===== config.mk =====
export PLATFORM = sky130hd
export DESIGN_NAME = cmul_share_arb
export DESIGN_NICKNAME = d
export VERILOG_FILES = /design/src/rtl/cmul_share_arb.sv
export SDC_FILE = /design/constraint.sdc
export NUM_CORES = 1
export LEC_CHECK = 0
export ABC_AREA = 1
export CAP_MARGIN = 20
export CORE_AREA = 2 2 355 357
export CTS_BUF_LIST = sky130_fd_sc_hd__clkbuf_8
export CTS_CLUSTER_SIZE = 20
export DETAILED_ROUTE_END_ITERATION = 6
export DIE_AREA = 0 0 357 359
export SLEW_MARGIN = 20
export SYNTH_ARGS = -nofsm -noshare
export SYNTH_HDL_FRONTEND = slang
export SYNTH_SLANG_ARGS = --single-unit

===== constraint.sdc =====
create_clock -name clk -period 4.75 [get_ports clk]
set_clock_uncertainty 0.2 [all_clocks]
set_input_delay 0.95 -clock clk [delete_from_list [all_inputs] [get_ports clk]]
set_output_delay 0.95 -clock clk [all_outputs]
set_load 0.03 [all_outputs]

===== src/rtl/cmul_share_arb.sv =====
// cmul_share_arb: round-robin scheduler sharing one pipelined complex
// multiplier among NREQ requesters, with ID-tagged in-order responses.
// Optional build macro CMUL_ARB_PRIO0_EN gives requester 0 absolute
// priority; round-robin then rotates only among requesters 1..NREQ-1.
// The tag pipeline assumes the multiplier registers its operands and
// presents the product LAT cycles after that, so a handshake at edge k
// produces rsp_valid in the cycle after edge k+LAT+2.
module cmul_share_arb #(
  parameter int NREQ   = 4,
  parameter int AWIDTH = 32,
  parameter int BWIDTH = 32,
  parameter int LAT    = 1,
  localparam int IDW   = (NREQ > 1) ? $clog2(NREQ) : 1,
  localparam int PW    = AWIDTH + BWIDTH + 2
) (
  input  logic                     clk,
  input  logic                     rst_n,
  input  logic                     enable,
  input  logic [NREQ-1:0]          req_valid,
  output logic [NREQ-1:0]          req_ready,
  input  logic [NREQ*AWIDTH-1:0]   req_ar,
  input  logic [NREQ*AWIDTH-1:0]   req_ai,
  input  logic [NREQ*BWIDTH-1:0]   req_br,
  input  logic [NREQ*BWIDTH-1:0]   req_bi,
  output logic [AWIDTH-1:0]        mul_ar,
  output logic [AWIDTH-1:0]        mul_ai,
  output logic [BWIDTH-1:0]        mul_br,
  output logic [BWIDTH-1:0]        mul_bi,
  input  logic [PW-1:0]            mul_pr,
  input  logic [PW-1:0]            mul_pi,
  output logic                     rsp_valid,
  output logic [IDW-1:0]           rsp_id,
  output logic [PW-1:0]            rsp_pr,
  output logic [PW-1:0]            rsp_pi,
  output logic                     busy
);

  // In-flight counter must cover the full handshake-to-response window.
  localparam int CW = $clog2(LAT + 4);

  typedef enum logic [1:0] {S_IDLE, S_RUN, S_DRAIN} state_t;

  state_t                 state_q, state_d;
  logic [IDW-1:0]         rr_ptr_q, rr_ptr_d;
  logic [CW-1:0]          cnt_q, cnt_d;
  logic                   gnt_any;
  logic [IDW-1:0]         gnt_id;
  logic                   hs;

  logic [AWIDTH-1:0]      mul_ar_q, mul_ai_q;
  logic [BWIDTH-1:0]      mul_br_q, mul_bi_q;
  logic                   iss_vld_q;
  logic [IDW-1:0]         iss_id_q;
  logic [LAT:0]           tag_vld_q;
  logic [LAT:0][IDW-1:0]  tag_id_q;
  logic                   rsp_valid_q;
  logic [IDW-1:0]         rsp_id_q;
  logic [PW-1:0]          rsp_pr_q, rsp_pi_q;

`ifdef CMUL_ARB_PRIO0_EN
  // Candidate at offset off among requesters 1..NREQ-1, starting at base
  // (a base of 0 is treated as 1 since requester 0 is outside the ring).
  function automatic logic [IDW-1:0] ring_idx(input logic [IDW-1:0] base, input int off);
    int b;
    b = (base == '0) ? 1 : int'(base);
    return IDW'(1 + ((b - 1 + off) % (NREQ - 1)));
  endfunction
`else
  // Candidate at offset off from base, wrapping over all requesters.
  function automatic logic [IDW-1:0] ring_idx(input logic [IDW-1:0] base, input int off);
    return IDW'((int'(base) + off) % NREQ);
  endfunction
`endif

  // Combinational grant: first valid requester at or after the pointer.
  always_comb begin
    gnt_any = 1'b0;
    gnt_id  = '0;
    if (state_q == S_RUN) begin
`ifdef CMUL_ARB_PRIO0_EN
      if (req_valid[0]) begin
        gnt_any = 1'b1;
      end else begin
        for (int j = 0; j < NREQ - 1; j++) begin
          if (!gnt_any && req_valid[ring_idx(rr_ptr_q, j)]) begin
            gnt_any = 1'b1;
            gnt_id  = ring_idx(rr_ptr_q, j);
          end
        end
      end
`else
      for (int j = 0; j < NREQ; j++) begin
        if (!gnt_any && req_valid[ring_idx(rr_ptr_q, j)]) begin
          gnt_any = 1'b1;
          gnt_id  = ring_idx(rr_ptr_q, j);
        end
      end
`endif
    end
  end

  assign req_ready = gnt_any ? (NREQ'(1) << gnt_id) : '0;
  // A grant only ever goes to a valid requester, so it is the handshake.
  assign hs = gnt_any;

  // Pointer advance, in-flight accounting and FSM next state.
  always_comb begin
    rr_ptr_d = rr_ptr_q;
    cnt_d    = cnt_q + CW'(hs) - CW'(rsp_valid_q);
    state_d  = state_q;
    if (hs) begin
`ifdef CMUL_ARB_PRIO0_EN
      if (gnt_id != '0)
        rr_ptr_d = (gnt_id == IDW'(NREQ - 1)) ? IDW'(1) : gnt_id + 1'b1;
`else
      rr_ptr_d = (gnt_id == IDW'(NREQ - 1)) ? '0 : gnt_id + 1'b1;
`endif
    end
    case (state_q)
      S_IDLE:  if (enable) state_d = S_RUN;
      S_RUN:   if (!enable) state_d = (cnt_d != '0) ? S_DRAIN : S_IDLE;
      S_DRAIN: begin
        if (enable)             state_d = S_RUN;
        else if (cnt_d == '0)   state_d = S_IDLE;
      end
      default: state_d = S_IDLE;
    endcase
  end

  // Control state: FSM, pointer, counter and the ID tag pipeline.
  always_ff @(posedge clk or negedge rst_n) begin
    if (!rst_n) begin
      state_q     <= S_IDLE;
      rr_ptr_q    <= '0;
      cnt_q       <= '0;
      iss_vld_q   <= 1'b0;
      iss_id_q    <= '0;
      tag_vld_q   <= '0;
      tag_id_q    <= '0;
      rsp_valid_q <= 1'b0;
    end else begin
      state_q     <= state_d;
      rr_ptr_q    <= rr_ptr_d;
      cnt_q       <= cnt_d;
      // issue stage: aligned with the operands on mul_*
      iss_vld_q   <= hs;
      iss_id_q    <= gnt_id;
      // tag stages: last stage aligned with a valid product
      tag_vld_q   <= {tag_vld_q[LAT-1:0], iss_vld_q};
      tag_id_q    <= {tag_id_q[LAT-1:0], iss_id_q};
      // response stage
      rsp_valid_q <= tag_vld_q[LAT];
    end
  end

  // Datapath: operand capture on handshake, product capture on tag valid.
  always_ff @(posedge clk or negedge rst_n) begin
    if (!rst_n) begin
      mul_ar_q <= '0;
      mul_ai_q <= '0;
      mul_br_q <= '0;
      mul_bi_q <= '0;
      rsp_id_q <= '0;
      rsp_pr_q <= '0;
      rsp_pi_q <= '0;
    end else begin
      if (hs) begin
        mul_ar_q <= req_ar[gnt_id*AWIDTH +: AWIDTH];
        mul_ai_q <= req_ai[gnt_id*AWIDTH +: AWIDTH];
        mul_br_q <= req_br[gnt_id*BWIDTH +: BWIDTH];
        mul_bi_q <= req_bi[gnt_id*BWIDTH +: BWIDTH];
      end
      if (tag_vld_q[LAT]) begin
        rsp_id_q <= tag_id_q[LAT];
        rsp_pr_q <= mul_pr;
        rsp_pi_q <= mul_pi;
      end
    end
  end

  assign mul_ar    = mul_ar_q;
  assign mul_ai    = mul_ai_q;
  assign mul_br    = mul_br_q;
  assign mul_bi    = mul_bi_q;
  assign rsp_valid = rsp_valid_q;
  assign rsp_id    = rsp_id_q;
  assign rsp_pr    = rsp_pr_q;
  assign rsp_pi    = rsp_pi_q;
  assign busy      = (state_q == S_RUN) || (cnt_q != '0);

endmodule


==> load_flow_metrics.sql, run 1 <==
INSERT INTO impl_metrics (metric_group, metric, value, unit) VALUES
('status', 'status', 'complete, no violations', ''),
('setup_path', 'critPathLaunchType', 'input port', ''),
('clocking', 'clk-insertion-delay-late', '0.70', 'ns'),
('setup_path', 'worst_r2r_startpoint', 'rr_ptr_q[0]$_DFFE_PN0P_', ''),
('logic_synthesis', 'seq_area_frac_synth', '46.5', '%'),
('drt', 'drt-vias-per-instance', '3.89', ''),
('sta', 'fin_setup_tns', '0', 'ns'),
('grt', 'grt_first_pass_wirelength', '133000', 'µm'),
('power_and_ir_drop', 'total_power', '0.0197', 'W'),
('sta', 'timing_max_transition_violations_final', '0', ''),
('setup_path', 'regToRegEndpoint', 'state_q[1]$_DFFE_PN0P_', ''),
('logic_synthesis', 'yosys_top_cell_area_share', '46.5', '%'),
('layout', 'syn2layout_area_growth', '81.3', '%'),
('logic_synthesis', 'yosys_warnings', '0', ''),
('sta', 'layout_setup_ws', '0.194', 'ns'),
('logic_synthesis', 'synthDistinctLibCells', '27', ''),
('floorplan', 'dieArea', '128000', 'µm²'),
('clocking', 'tritoncts.num_buffers', '66', ''),
('drt', 'route.met3.wl', '9320', 'µm'),
('power_and_ir_drop', 'power_per_cell_area', '725', 'nW/µm²'),
('floorplan', 'initial_standard_cell_utilization_of_the_core', '12.0', '%'),
('sta', 'final_layout_worst_hold_slack', '0.0977', 'ns'),
('job', 'maxCapViolations', '0', ''),
('power_and_ir_drop', 'p_leak', '11.5', 'nW'),
('clocking', 'largest_buffer_count_on_any_clock_path', '3', ''),
('power_and_ir_drop', 'vdd_drop_max', '0.572', 'mV'),
('setup_path', 'reg2reg_depth', '15', ''),
('sta', 'worst-slew-pin-transition', '0.901', 'ns'),
('drt', 'top_layer_used', 'met5', ''),
('clocking', 'cts.repair.resized', '0', ''),
('logic_synthesis', 'synth.largest_area_cell', 'dfrtp_1', ''),
('sta', 'count_of_endpoints_failing_hold_in_the_final_timing_report', '0', ''),
('clocking', 'tritoncts_num_sinks', '279', ''),
('floorplan', 'die_x', '357', 'µm'),
('setup_path', 'worst-endpoint-arrival', '3.41', 'ns'),
('placed_design', 'placer_congestion', '0.922', ''),
('floorplan', 'rows', '130', ''),
('grt', 'gr-total-overflow', '0', ''),
('sta', 'period_needed', '4.56', 'ns'),
('placed_design', 'detailedPlacementHpwl', '77500', 'µm'),
('floorplan', 'core_region_area', '125000', 'µm²'),
('layout', 'fin_nets', '3339', ''),
('clocking', 'cts_tree', 'done', ''),
('grt', 'largest_net_degree_at_the_start_of_global_routing', '153', ''),
('clocking', 'post_cts.repair.setup_buffers', '0', ''),
('logic_synthesis', 'mappedNetlistArea', '15000', 'µm²'),
('logic_synthesis', 'synth_area_leaders', 'dfrtp_1, nand3_1, nand2_1, mux2_2, buf_2', ''),
('drt', 'antenna_left', '0', ''),
('sta', 'rsz0062_at_grt', 'false', ''),
('drt', 'routed_wirelength', '98600', 'µm'),
('clocking', 'cts_root_buffer', 'clkbuf_8', ''),
('setup_path', 'timing.reg2reg.setup_slack', '1.19', 'ns'),
('worst_hold_path', 'kind_of_path_behind_the_tightest_hold_check', 'in -> async', ''),
('sta', 'report.final.setup_viol', '0', ''),
('grt', 'grt_antenna_before_repair', '20', ''),
('sta', 'max_freq', '219', 'MHz'),
('setup_path', 'cp-end-kind', 'primary output', ''),
('logic_synthesis', 'synth_cells', '1820', ''),
('layout', 'drive_gt1_share', '10.2', '%'),
('clocking', 'cts_htree_levels', '3', ''),
('setup_path', 'critPathKind', 'in -> out', ''),
('setup_path', 'worst_ep_required_time', '3.60', 'ns'),
('floorplan', 'io-pin-count', '919', ''),
('logic_synthesis', 'syn_nets', '2478', ''),
('clocking', 'cts.reportedPaths.clkPinSlew', '0.06', 'ns'),
('clocking', 'cts.hold.buffers_added', '0', ''),
('drt', 'met2_length', '46300', 'µm'),
('drt', 'wl_met1', '40200', 'µm'),
('sta', 'max_slew_margin', '39.9', '%'),
('grt', 'grt_use_total', '14.8', '%'),
('drt', 'drt-wirelength-per-cell', '22.5', 'µm'),
('setup_path', 'crit_path_max_fanout', '6', ''),
('logic_synthesis', 'synth-seq-cells', '279', ''),
('placed_design', 'port_buffers', '918', ''),
('grt', 'number_of_global_route_vias_before_repair', '16900', ''),
('drt', 'drt_iter0_drc', '1234', ''),
('logic_synthesis', 'syn_avg_cell_area', '8.24', 'µm²'),
('placed_design', 'dp_worst_setup_slack', '0.224', 'ns'),
('floorplan', 'die_h', '359', 'µm'),
('drt', 'route.detailed.drc', '0', ''),
('sta', 'layout_worst_path_cycle_share', '95.9', '%'),
('drt', 'drtPass1Iterations', '5', ''),
('drt', 'routed-via-count', '17000', '');
==> how the worst max path moves through the flow <==
stage,cells after the start,endpoint,slack [ns],start
floorplan,14,req_ready[0],0.99,req_valid[3]
global placement,15,req_ready[1],0.19,req_valid[1]
detailed placement,15,req_ready[1],0.22,req_valid[1]
CTS,15,req_ready[1],0.11,rr_ptr_q[0]$_DFFE_PN0P_
global route,15,req_ready[1],0.03,req_valid[0]
finish,15,req_ready[1],0.19,req_valid[2]
==> critical path: stages <==
cell and delay (ns):
clkdlybuf4s50_1 0.48, inv_1 0.06, nand2_1 0.05, nand2_1 0.10, nand2_1 0.10, nand2_1 0.06, nand2_1 0.07, nand3_1 0.17
nand2_8 0.16, nand2_8 0.07, inv_1 0.13, ha_1 0.18, inv_1 0.04, nor2_1 0.11, clkdlybuf4s50_1 0.68
==> power breakdown <==
group          switching, W  internal, W
logic               0.00786      0.00440
clock network       0.00136      0.00166
registers          0.000827      0.00360
==> cell usage after synthesis, drive strengths merged <==
library cell and n:
buf 120, fa 1, dfrtp 279, xor2 1
o21ai 2, ha 6, or4 1, clkbuf 36
nand2 554, mux2 134, o221ai 1, inv 22
or2 1, nand3 650, a21boi 1, a21oi 2
nor2 8, xnor2 1
==> registers in the layout (all words and copies together), names as in the netlist, 3 cells and up <==
register / count
cnt_q: 3
mul_ai: 32
mul_ar: 32
mul_bi: 32
mul_br: 32
rsp_pi: 66
rsp_pr: 66
tag_id_q: 4
==> final cells by class <==
type                       instances  area [µm²]
clock inverter                    38         278
antenna                            5        12.5
fill                           13800       97400
timing repair buffer             949        9580
multi-input combinational       1363        7100
tap                             1650        2060
clock buffer                      78        1070
sequential                       279        6990
inverter                          22         103
==> cell usage in the layout (no fill, tap or decap), drive strengths merged <==
| master | netlist | routed |
|---|---|---|
| dfrtp | 279 | 279 |
| fa | 1 | 1 |
| o221ai | 1 | 1 |
| diode | 0 | 5 |
| or2 | 1 | 1 |
| buf | 120 | 34 |
| or4 | 1 | 1 |
| a21oi | 2 | 2 |
| bufinv | 0 | 3 |
| mux2 | 134 | 134 |
| clkinv | 0 | 10 |
| nand2 | 554 | 554 |
| o21ai | 2 | 2 |
| nand3 | 650 | 650 |
| inv | 22 | 45 |
| clkinvlp | 0 | 2 |
| clkbuf | 36 | 78 |
| nor2 | 8 | 8 |
| ha | 6 | 6 |
| xnor2 | 1 | 1 |
| a21boi | 1 | 1 |
| xor2 | 1 | 1 |
| clkdlybuf4s50 | 0 | 915 |
==> layer usage <==
layer / track usage, % / vias up
met5: 0 / -
met4: 4.95 / 16
met3: 5.52 / 126
met2: 24.2 / 761
li1: - / 7907
met1: 17.7 / 8228
==> cell families (layout without fill, tap and decap cells) <==
kind of cell | after synthesis | in the layout | synth area share, %
compound gates | 6 | 6 | 0.242
xor+xnor | 2 | 2 | 0.117
fa+ha+maj | 7 | 7 | 0.634
buf+inv | 178 | 1087 | 6.40
flops | 279 | 279 | 46.5
mux | 134 | 134 | 10.1
other cells | 0 | 5 | 0
simple gates | 1214 | 1214 | 36.0
==> per-stage QoR <==
stage / instances / instance area, µm² / utilization, %
2_1_floorplan: 1820 / 15000 / -
3_3_place_gp: 4263 / 25800 / 20.7
3_5_place_dp: 4263 / 25800 / 20.7
4_1_cts: 4379 / 27200 / 21.8
5_1_grt: 4382 / 27200 / 21.8
6_report: 4384 / 27200 / 21.8
Note: power is estimated with default switching activity, not from simulation.
==> run 2: changes to the inputs <==
--- a/config.mk
+++ b/config.mk
@@ -6,12 +6,14 @@
 export NUM_CORES = 1
 export LEC_CHECK = 0
 export ABC_AREA = 1
+export ABC_CLOCK_PERIOD_IN_PS = 5450
 export CAP_MARGIN = 20
 export CORE_AREA = 2 2 355 357
 export CTS_BUF_LIST = sky130_fd_sc_hd__clkbuf_8
 export CTS_CLUSTER_SIZE = 20
 export DETAILED_ROUTE_END_ITERATION = 6
 export DIE_AREA = 0 0 357 359
+export REMOVE_ABC_BUFFERS = 1
 export SLEW_MARGIN = 20
 export SYNTH_ARGS = -nofsm -noshare
 export SYNTH_HDL_FRONTEND = slang
==> constraint.sdc (replaced) <==
create_clock -name clk -period 5.45 [get_ports clk]
set_clock_uncertainty 0.2 [all_clocks]
set_input_delay 1.09 -clock clk [delete_from_list [all_inputs] [get_ports clk]]
set_output_delay 1.09 -clock clk [all_outputs]
set_load 0.03 [all_outputs]
==> load_flow_metrics.sql, run 2 (same netlist as run 1, synthesis figures left out) <==
INSERT INTO impl_metrics (metric_group, metric, value, unit) VALUES
('setup_path', 'crit_buf_inv', '7', ''),
('sta', 'max_freq', '202', 'MHz'),
('clocking', 'tritoncts_num_sinks', '279', ''),
('floorplan', 'initial_standard_cell_utilization_of_the_core', '12.0', '%'),
('setup_path', 'worst_r2r_startpoint', 'rr_ptr_q[0]$_DFFE_PN0P_', ''),
('floorplan', 'die_h', '359', 'µm'),
('placed_design', 'placer_congestion', '0.877', ''),
('drt', 'antenna_left', '0', ''),
('layout', 'syn2layout_area_growth', '80.7', '%'),
('clocking', 'cts_tree', 'done', ''),
('grt', 'gr-total-overflow', '0', ''),
('worst_hold_path', 'kind_of_path_behind_the_tightest_hold_check', 'reg -> reg', ''),
('drt', 'drt-wirelength-per-cell', '21.6', 'µm'),
('layout', 'multi_input_logic_area', '7100', 'µm²'),
('sta', 'timing_max_transition_violations_final', '0', ''),
('drt', 'drt-vias-per-instance', '3.85', ''),
('setup_path', 'cp-end-kind', 'primary output', ''),
('grt', 'grt_antenna_before_repair', '18', ''),
('setup_path', 'critPathLaunchType', 'input port', ''),
('sta', 'rsz0062_at_grt', 'false', ''),
('layout', 'mostFrequentLayoutCell', 'clkdlybuf4s50_1', ''),
('floorplan', 'io-pin-count', '919', ''),
('clocking', 'cts.hold.buffers_added', '0', ''),
('placed_design', 'dp_worst_setup_slack', '0.522', 'ns'),
('setup_path', 'worst-endpoint-arrival', '3.65', 'ns'),
('power_and_ir_drop', 'p_leak', '11.4', 'nW'),
('clocking', 'cts_root_buffer', 'clkbuf_8', ''),
('power_and_ir_drop', 'vdd_drop_max', '0.562', 'mV'),
('sta', 'period_needed', '4.94', 'ns'),
('setup_path', 'slowest_stage', 'clkdlybuf4s50_1', ''),
('worst_hold_path', 'holdPathEnd', 'tag_id_q[2]$_DFF_PN0_', ''),
('clocking', 'tritoncts.num_buffers', '60', ''),
('setup_path', 'top_cell_by_count_worst_path', 'inv_1', ''),
('sta', 'count_of_endpoints_failing_hold_in_the_final_timing_report', '0', ''),
('placed_design', 'placedInstanceArea', '25700', 'µm²'),
('sta', 'report.final.setup_viol', '0', ''),
('floorplan', 'rows', '130', ''),
('power_and_ir_drop', 'power_per_cell_area', '632', 'nW/µm²'),
('layout', 'layout.cells.most_common_list', 'clkdlybuf4s50_1, nand3_1, nand2_1, dfrtp_1, mux2_2', ''),
('setup_path', 'regToRegEndpoint', 'mul_ai[2]$_DFFE_PN0P_', ''),
('floorplan', 'dieArea', '128000', 'µm²'),
('worst_hold_path', 'hold_depth', '0', ''),
('sta', 'final_layout_worst_hold_slack', '0.147', 'ns'),
('floorplan', 'die_x', '357', 'µm'),
('grt', 'number_of_global_route_vias_before_repair', '16600', ''),
('setup_path', 'crit_family', 'buffers and inverters', ''),
('placed_design', 'port_buffers', '918', ''),
('worst_hold_path', 'hp-start', 'tag_id_q[0]$_DFF_PN0_', ''),
('layout', 'final_area', '27100', 'µm²'),
('job', 'maxCapViolations', '0', ''),
('clocking', 'cts.reportedPaths.clkPinSlew', '0.06', 'ns'),
('drt', 'routed_wirelength', '94500', 'µm'),
('clocking', 'cts_htree_levels', '2', ''),
('clocking', 'cts.repair.resized', '0', ''),
('setup_path', 'critical-path-max-stage-delay', '0.71', 'ns'),
('drt', 'routed-via-count', '16800', ''),
('drt', 'drtPass1Iterations', '5', ''),
('grt', 'grt_use_total', '14.0', '%'),
('sta', 'layout_worst_path_cycle_share', '90.6', '%'),
('layout', 'final.fill_count', '13700', ''),
('clocking', 'clk-insertion-delay-late', '0.70', 'ns'),
('layout', 'layout.area.seq', '6990', 'µm²'),
('status', 'status', 'complete, no violations', ''),
('setup_path', 'worst_ep_required_time', '4.16', 'ns'),
('setup_path', 'reg2reg_depth', '14', ''),
('setup_path', 'crit_path_max_fanout', '26', ''),
('sta', 'layout_setup_ws', '0.511', 'ns'),
('grt', 'largest_net_degree_at_the_start_of_global_routing', '177', ''),
('grt', 'grt_first_pass_wirelength', '128000', 'µm'),
('clocking', 'largest_buffer_count_on_any_clock_path', '3', ''),
('placed_design', 'detailedPlacementHpwl', '73800', 'µm'),
('drt', 'drt_iter0_drc', '894', ''),
('floorplan', 'core_region_area', '125000', 'µm²'),
('sta', 'max_slew_margin', '29.9', '%'),
('layout', 'fin_nets', '3323', ''),
('layout', 'drive_gt1_share', '9.95', '%'),
('sta', 'worst-slew-pin-transition', '1.05', 'ns'),
('clocking', 'post_cts.repair.setup_buffers', '0', ''),
('setup_path', 'worstPathCellList', 'clkdlybuf4s50_1 -> inv_1 -> nand2_1 -> nand3_1 -> nand2_1 -> inv_1 -> nand3_2 -> nand2_8 -> clkinv_8 -> nand2_8 -> inv_1 -> ha_1 -> inv_1 -> nor2_1 -> clkdlybuf4s50_1', ''),
('drt', 'route.detailed.drc', '0', ''),
('setup_path', 'critPathKind', 'in -> out', ''),
('setup_path', 'timing.reg2reg.setup_slack', '1.74', 'ns');
-- run 2: changes by cell type in the layout (fill, tap and decap cells not counted) --
cell,delta
clkinv_4,+1
inv_1,-8
inv_6,-3
buf_4,-6
dfrtp_2,-1
buf_12,-4
clkinvlp_4,+1
diode_2,-2
clkinv_8,-1
inv_8,+1
clkbuf_8,+2
dfrtp_1,+1
bufinv_16,+2
-- run 2: cell type report --
class,instances,area share [%]
clock buffers,80,4.06
clock inverters,31,1.08
flip-flops and latches,279,25.8
repair buffers,939,34.9
well taps,1650,7.61
inverters,22,0.378
diodes,3,0.0277
multi-input cells,1363,26.2
-- run 2: layer usage --
metal  vias to the layer above  track usage, %  routed length, µm
li1                       7861               -                  -
met5                         -               0                 51
met3                       108            4.24               7500
met4                         8            3.30               2200
met1                      8142            16.4              37800
met2                       687            24.9              47000
-- run 2: stage by stage --
stage	setup TNS [ns]	total power, W	instances	util (%)
2_1_floorplan	-222.08	0.00959	1664	-
3_3_place_gp	0	0.0146	4252	20.6
3_5_place_dp	0	0.0147	4252	20.6
4_1_cts	0	0.0176	4363	21.7
5_1_grt	0	0.0183	4367	21.8
6_report	0	0.0171	4367	21.8
-- run 2: where the power goes --
group / leakage [nW] / internal, W / switching (W)
logic: 7.26 / 0.00379 / 0.00682
registers: 3.36 / 0.00314 / 0.000716
clock network: 0.760 / 0.00155 / 0.00113
total: 11.4 / 0.00848 / 0.00866
-- run 2: worst register-to-register path, stage by stage (launching register included) --
cell and delay [ns]:
dfrtp_1 0.57, inv_4 0.12, nand2_1 0.11, nand3_1 0.07
nand2_1 0.12, inv_1 0.09, nand3_2 0.13, nand2_8 0.17
clkinv_8 0.12, buf_4 0.49, buf_12 0.48, nand3_1 0.46
nand3_1 0.31, nand3_1 0.12, nand2_1 0.09
-- run 2: how the worst max path moves through the flow --
stage | startpoint | end | cells after the start
after CTS | req_valid[1] | req_ready[1] | 15
after detailed placement | req_valid[1] | req_ready[1] | 15
after global placement | req_valid[3] | req_ready[3] | 15
after global routing | req_valid[1] | req_ready[3] | 15
final | req_valid[1] | req_ready[1] | 15
after floorplan | req_valid[3] | req_ready[2] | 13
